### src/rtl/sound_fx_player.sv
// Piezo sound-effect player: plays Perfect (two tones with a gap), Good and Miss effects
// as square waves, with priority-based preemption of the effect currently playing.
module sound_fx_player #(
    parameter int unsigned HALF_PERF1 = 23878,
    parameter int unsigned HALF_PERF2 = 18954,
    parameter int unsigned HALF_GOOD  = 28409,
    parameter int unsigned HALF_MISS  = 113636,
    parameter int unsigned TONE_LEN   = 4000000,
    parameter int unsigned GAP_LEN    = 500000
) (
    input  logic       i_Clk,
    input  logic       i_Rst,
    input  logic [1:0] i_Sound_Cmd,
    input  logic       i_Enable,
    output logic       o_Piezo,
    output logic       o_Busy,
    output logic [1:0] o_Cur_Cmd
);

    typedef enum logic [1:0] {StIdle, StTone1, StGap, StTone2} state_e;

    localparam logic [1:0] CmdPerfect = 2'd1;
    localparam logic [1:0] CmdGood    = 2'd2;
    localparam logic [1:0] CmdMiss    = 2'd3;

    localparam logic [31:0] HalfPerf1Last = 32'(HALF_PERF1 - 1);
    localparam logic [31:0] HalfPerf2Last = 32'(HALF_PERF2 - 1);
    localparam logic [31:0] HalfGoodLast  = 32'(HALF_GOOD - 1);
    localparam logic [31:0] HalfMissLast  = 32'(HALF_MISS - 1);
    localparam logic [31:0] ToneLast      = 32'(TONE_LEN - 1);
    localparam logic [31:0] MissToneLast  = 32'(2 * TONE_LEN - 1);
    localparam logic [31:0] GapLast       = 32'(GAP_LEN - 1);

    state_e      state_q, state_d;
    logic [31:0] half_cnt_q, half_cnt_d;
    logic [31:0] dur_cnt_q, dur_cnt_d;
    logic        piezo_q, piezo_d;
    logic        busy_q, busy_d;
    logic [1:0]  cur_q, cur_d;
    logic [31:0] half_last;
    logic [31:0] dur_last;
    logic        accept;

    // Higher value wins: Miss > Perfect > Good.
    function automatic logic [1:0] prio(input logic [1:0] cmd);
        case (cmd)
            CmdMiss:    return 2'd3;
            CmdPerfect: return 2'd2;
            CmdGood:    return 2'd1;
            default:    return 2'd0;
        endcase
    endfunction

    always_comb begin
        half_last = HalfMissLast;
        case (cur_q)
            CmdPerfect: half_last = (state_q == StTone2) ? HalfPerf2Last : HalfPerf1Last;
            CmdGood:    half_last = HalfGoodLast;
            default:    half_last = HalfMissLast;
        endcase

        if (state_q == StGap) begin
            dur_last = GapLast;
        end else if (cur_q == CmdMiss) begin
            dur_last = MissToneLast;
        end else begin
            dur_last = ToneLast;
        end
    end

    assign accept = (i_Sound_Cmd != 2'd0) &&
                    ((state_q == StIdle) || (prio(i_Sound_Cmd) >= prio(cur_q)));

    always_comb begin
        state_d    = state_q;
        half_cnt_d = half_cnt_q;
        dur_cnt_d  = dur_cnt_q;
        piezo_d    = piezo_q;
        cur_d      = cur_q;

        if (!i_Enable) begin
            state_d    = StIdle;
            half_cnt_d = '0;
            dur_cnt_d  = '0;
            piezo_d    = 1'b0;
            cur_d      = 2'd0;
        end else if (accept) begin
            // Checked before the end-of-effect path so a last-cycle command restarts seamlessly.
            state_d    = StTone1;
            half_cnt_d = '0;
            dur_cnt_d  = '0;
            piezo_d    = 1'b0;
            cur_d      = i_Sound_Cmd;
        end else begin
            case (state_q)
                StTone1, StTone2: begin
                    if (half_cnt_q == half_last) begin
                        half_cnt_d = '0;
                        piezo_d    = ~piezo_q;
                    end else begin
                        half_cnt_d = half_cnt_q + 32'd1;
                    end

                    if (dur_cnt_q == dur_last) begin
                        half_cnt_d = '0;
                        dur_cnt_d  = '0;
                        piezo_d    = 1'b0;
                        if ((state_q == StTone1) && (cur_q == CmdPerfect)) begin
                            state_d = StGap;
                        end else begin
                            state_d = StIdle;
                            cur_d   = 2'd0;
                        end
                    end else begin
                        dur_cnt_d = dur_cnt_q + 32'd1;
                    end
                end
                StGap: begin
                    piezo_d = 1'b0;
                    if (dur_cnt_q == dur_last) begin
                        state_d    = StTone2;
                        half_cnt_d = '0;
                        dur_cnt_d  = '0;
                    end else begin
                        dur_cnt_d = dur_cnt_q + 32'd1;
                    end
                end
                default: begin
                    half_cnt_d = '0;
                    dur_cnt_d  = '0;
                    piezo_d    = 1'b0;
                    cur_d      = 2'd0;
                end
            endcase
        end

        busy_d = (state_d != StIdle);
    end

    always_ff @(posedge i_Clk or negedge i_Rst) begin
        if (!i_Rst) begin
            state_q    <= StIdle;
            half_cnt_q <= '0;
            dur_cnt_q  <= '0;
            piezo_q    <= 1'b0;
            busy_q     <= 1'b0;
            cur_q      <= 2'd0;
        end else begin
            state_q    <= state_d;
            half_cnt_q <= half_cnt_d;
            dur_cnt_q  <= dur_cnt_d;
            piezo_q    <= piezo_d;
            busy_q     <= busy_d;
            cur_q      <= cur_d;
        end
    end

    assign o_Piezo   = piezo_q;
    assign o_Busy    = busy_q;
    assign o_Cur_Cmd = cur_q;

endmodule

### config.mk
export PLATFORM = sky130hd
export DESIGN_NAME = sound_fx_player
export DESIGN_NICKNAME = d
export VERILOG_FILES = /design/src/rtl/sound_fx_player.sv
export SDC_FILE = /design/constraint.sdc
export NUM_CORES = 1
export LEC_CHECK = 0
export CELL_PAD_IN_SITES_DETAIL_PLACEMENT = 1
export CELL_PAD_IN_SITES_GLOBAL_PLACEMENT = 1
export CORE_AREA = 2 2 100 102
export CTS_BUF_LIST = sky130_fd_sc_hd__clkbuf_4 sky130_fd_sc_hd__clkbuf_8 sky130_fd_sc_hd__clkbuf_16
export DETAILED_ROUTE_END_ITERATION = 16
export DIE_AREA = 0 0 102 104
export PLACE_DENSITY = 0.77
export REMOVE_ABC_BUFFERS = 1
export SLEW_MARGIN = 40
export SYNTH_ARGS = -nofsm -noshare
export SYNTH_HDL_FRONTEND = slang
export SYNTH_SLANG_ARGS = --single-unit
### constraint.sdc
create_clock -name i_Clk -period 3.08 [get_ports i_Clk]
set_input_delay 0.616 -clock i_Clk [delete_from_list [all_inputs] [get_ports i_Clk]]
set_output_delay 0.616 -clock i_Clk [all_outputs]
set_load 0.03 [all_outputs]
-- Word level (Yosys, flattened, before mapping)
Cells that the tools add are included.
- $add $sub $neg: 2
- magnitude comparators: 1
- equal/unequal tests: 16
- muxes and demuxes: 32
- bitwise gates (word level): 1
- reductions and logical operators: 9
- operators by type and width (cell ; number):
    2-to-1 mux 32 bit ; 9
    adder 32 x 1 -> 32 bit (second input constant) ; 2
    equality test 32 bit ; 2
    case mux 32 bit (2 select lines) ; 1
    2-to-1 mux 23 bit ; 2
    case mux 17 bit (2 select lines) ; 1
    2-to-1 mux 2 bit ; 9
    2-to-1 mux 13 bit ; 1
    equality test 2 bit (second input constant) ; 6
    case mux 2 bit (3 select lines) ; 2
    inequality test 4 bit (second input constant) ; 2
    case mux 2 bit (2 select lines) ; 2
    equality test 2 x 1 -> 1 bit (second input constant) ; 3
    2-to-1 mux 1 bit ; 5
    inequality test 5 bit (second input constant) ; 1
    inequality test 4 x 3 -> 1 bit (second input constant) ; 1
    nonzero test 2 bit ; 2
    inequality test 3 bit (second input constant) ; 1
    AND reduction 3 bit ; 1
    OR reduction 3 bit ; 1
    >= comparator 2 bit ; 1
    logical AND 1 bit ; 2
    zero test 2 bit ; 1
    OR reduction 2 bit ; 1
    other kinds (2) ; 2
- bits in registers: 70
- bits of input ports: 5
- output and inout port bits: 4
- word-level logic and storage cells: 67

-- Depth between registers and ports, before layout
- depth in word-level cells: 9
- depth in mapped cells: 13
- gate-level depth less buffers: 11

-- Worst setup path after synthesis
Ideal clock, no wire load.
- path type: flip-flop to flip-flop
- start: reg cur_q[0] (netlist: o_Cur_Cmd[0])
- end: reg half_cnt_q[5]
- setup time: 67 ps
- arrival: 2730 ps
- required time: 3013 ps
- path slack: 283 ps
- stages on the path, launching flop included: 14
- period minus slack after synthesis: 2797 ps
- cells stage by stage: dfrtp_1 -> inv_1 -> ha_1 -> nor2_1 -> nor2_1 -> ha_1 -> nand2b_1 -> a211oi_1 -> o21ai_1 -> a21oi_2 -> buf_2 -> buf_2 -> o2111ai_1 -> nand2_1
- longest elaborated chain between the ends: 8
- elaborated cells on any way between the ends: 18
- those cells by class: 1 x order compare; 6 x eq/ne; 9 x mux; 2 x reduce/logical
- RTL lines (element ; line ; source):
    start, declared ; 39 ; logic [1:0] cur_q, cur_d;
    start signal, assigned ; 154 ; cur_q <= cur_d;
    equality test 2 bit (tied with other cells) ; 46, 56 ;
    case mux 17 bit (2 select lines) or 2-to-1 mux 23 bit (tied branches) ; 56, 64 ;
    equality test 32 bit or 2-to-1 mux 23 bit (tied branches) ; 97, 62 ;
    2-to-1 mux 32 bit or equality test 32 bit (tied branches) ; 97, 104, 120 ;
    2-to-1 mux 32 bit ; 104 ; if (dur_cnt_q == dur_last) begin
    case mux 32 bit (2 select lines) ; 95 ; case (state_q)
    2-to-1 mux 32 bit ; 87 ; end else if (accept) begin
    2-to-1 mux 32 bit ; 81 ; if (!i_Enable) begin
    end signal, assigned ; 150 ; half_cnt_q <= half_cnt_d;
    end, declared ; 35 ; logic [31:0] half_cnt_q, half_cnt_d;
Several ways; a longest one is shown, not always the timed one.
A chain may end at the register's enable or synchronous reset.

-- Worst setup path after layout
- start: reg cur_q[1] (netlist: o_Cur_Cmd[1])
- end: reg half_cnt_q[31]
Same word-level chain as after synthesis.

==> metrics.cfg <==
[run_status]
status=finished, final reports clean

[route]
via_per_inst=5.94
ant_nets=0
drc_errors=0
vias=3955
drtIter0Drc=195
drt_first_pass_iters=4
routed_wl_mm=11.8
wire_per_inst_um=17.7

[die]
core-area_mm2=0.00955
initial_utilization_pct=46.9
die_width_um=102
die_h_um=104
die-area_mm2=0.0106
io_pins=9
rows=36

[worst_setup_path]
start_kind=flop
arrival_ps=3110
cp-end-kind=flop
critPathMaxFanout=11
crit_type=reg2reg
worstPathRequired_ps=3330

[synthesis]
synth-seq-cells=70
async_reset_ff_share_pct=100
syn_area_mm2=0.00448
yosysUniqueCellTypes=60
synth_cells=526
ys_seq_area_share_pct=39.1
synthFlopType=dfrtp_1
yosys_warnings=0
synth_edf_count=0
synth.avg_cell_area_um2=8.52

[power_and_ir_drop]
power_mw=1.80
p_leak_nw=1.92
power_density_mw_per_mm2=364
ir_drop_v=0.000234

[final_layout]
post-route-util_pct=51.9
multi_input_area_mm2=0.00254
design_area_mm2=0.00495
final_cells=666
n_fill_cell=1140
layout.cells.most_common_list=nand3_1 (77), dfrtp_1 (70), nor2_1 (65)
final_common_cell=nand3_1
drive_gt1_share_pct=9.01
area_growth_pct=10.5
nNetsFinal=544
regArea_mm2=0.00175
antenna_cells=0

[grt]
grt_pass1_vias=4127
antenna_found_initial=0
grt.overflow.total=0
grt_pass1_wl_mm=20.1
globalRouteTotalUtil_pct=23.5
grt_max_degree=71

[clocking]
cts_root_buf=clkbuf_8
clock-sinks=70
cts_tree=yes
insertion_delay_ps=360
clockBufferDepth=2
path_clk_slew_ps=80
cts_buffers=9
cts_htree_levels=3
hold_buffers=0

[placement]
pre_cts_ws_ps=-7.03
dp.cells=650
place_hpwl_mm=8.04
routabilityCongestion=0.775
portBuffers=8
placed_cell_area_mm2=0.00476

[sta]
whs_ps=242
slew_viol_final=0
final_hold_viol_count=0
setup_viol=0
clock_skew_ps=11.7
max_slew_margin_pct=52.6
fin_setup_tns_ps=0
post-route-min-period_ps=2860
tightest_slew_ps=706
rsz0062_at_grt=no
layout_setup_ws_ps=223
fmax_mhz=350
post-route-period-util_pct=92.8

[worst_hold_path]
min_path_type=in2async

[job]
max_cap_violations=0

-- cell usage after synthesis (3+ instances only) --
| library cell | count | area share [%] |
|---|---|---|
| nor2b_1 | 8 | 1.1 |
| nand4_1 | 35 | 4.9 |
| o31a_1 | 3 | 0.59 |
| o21ai_1 | 4 | 0.45 |
| clkbuf_1 | 20 | 1.7 |
| inv_1 | 17 | 1.4 |
| and2_1 | 8 | 1.1 |
| xnor2_1 | 15 | 2.9 |
| o211ai_1 | 13 | 2.2 |
| o21ai_0 | 5 | 0.56 |
| buf_2 | 10 | 1.1 |
| or3_1 | 6 | 0.84 |
| o21a_1 | 11 | 1.8 |
| nand3_1 | 77 | 8.6 |
| nand2b_1 | 5 | 0.70 |
| and3_1 | 10 | 1.4 |
| nor3_1 | 14 | 1.6 |
| o2111ai_1 | 4 | 0.78 |
| nand4b_1 | 3 | 0.59 |
| nor2_1 | 65 | 5.4 |
| dfrtp_1 | 70 | 39 |
| nor4_1 | 10 | 1.4 |
| a22o_1 | 4 | 0.78 |
| nor4b_1 | 3 | 0.59 |
| ha_1 | 10 | 2.8 |
| nand2_1 | 33 | 2.8 |
| xor2_1 | 18 | 3.5 |
-- flip-flops by register name, indices dropped and copies added (netlist names) --
name,cells
half_cnt_q,32
dur_cnt_q,32
o_Busy,1
state_q,2
o_Piezo,1
o_Cur_Cmd,2
-- area by class of cell --
class	instances	share of cell area [%]
multi-input cells	407	51.4
flip-flops and latches	70	35.4
well taps	133	3.36
clock inverters	3	0.430
inverters	17	1.29
clock buffers	12	3.08
repair buffers	24	5.08
-- cells by family (layout without fill, tap and decap cells) --
kind of cell	after synthesis	count (layout)	share of synthesized area, %
AND/OR/NAND/NOR	296	296	35.2
flip-flops	70	70	39.1
AO/OA/AOI/OAI	66	66	11.5
buffers and inverters	49	56	4.55
XOR/XNOR	33	33	6.45
adder cells (fa/ha/maj)	10	10	2.79
multiplexers	2	2	0.447
-- worst paths after layout --
check	start	depth (start not counted)	slack [ps]	endpoint
min	i_Rst	1	240	half_cnt_q[6]$_DFFE_PN0P_
min reg2reg	dur_cnt_q[0]$_DFF_PN0_	1	480	dur_cnt_q[0]$_DFF_PN0_
max reg2reg	o_Cur_Cmd[1]$_DFFE_PN0P_	9	220	half_cnt_q[31]$_DFFE_PN0P_
max in group asynchronous	i_Rst	1	2330	o_Busy$_DFF_PN0_
max	o_Cur_Cmd[1]$_DFFE_PN0P_	9	220	half_cnt_q[31]$_DFFE_PN0P_
min in group i_Clk	dur_cnt_q[0]$_DFF_PN0_	1	480	dur_cnt_q[0]$_DFF_PN0_
-- routing by layer --
metal | vias up | GRT usage (%) | part of all wire [%]
met5 | - | 0 | 0
met4 | 0 | 7.62 | 1.2
met3 | 11 | 3.56 | 1.8
met2 | 29 | 39.8 | 51
met1 | 2000 | 30.5 | 46
li1 | 1915 | - | -
-- worst max-delay path: stages (launching register included) --
cell and delay (ps):
dfrtp_1 470, inv_1 120, ha_2 460, nor4bb_1 400
o22ai_1 160, a2111oi_2 360, nand4_1 170, buf_4 190
and3_1 220, a22o_1 190
-- timing repair --
action	CTS	global route
hold endpoints to repair	0	0
gates resized for setup	1	2
pin swaps	0	1
buffers inserted	0	1
setup endpoints to repair	20	29
-- report_power, final --
group / internal, mW / switching [mW]
Combinational: 0.0640 / 0.115
Clock: 0.328 / 0.362
Sequential: 0.924 / 0.00690
Note: power is estimated with default switching activity, not from simulation.
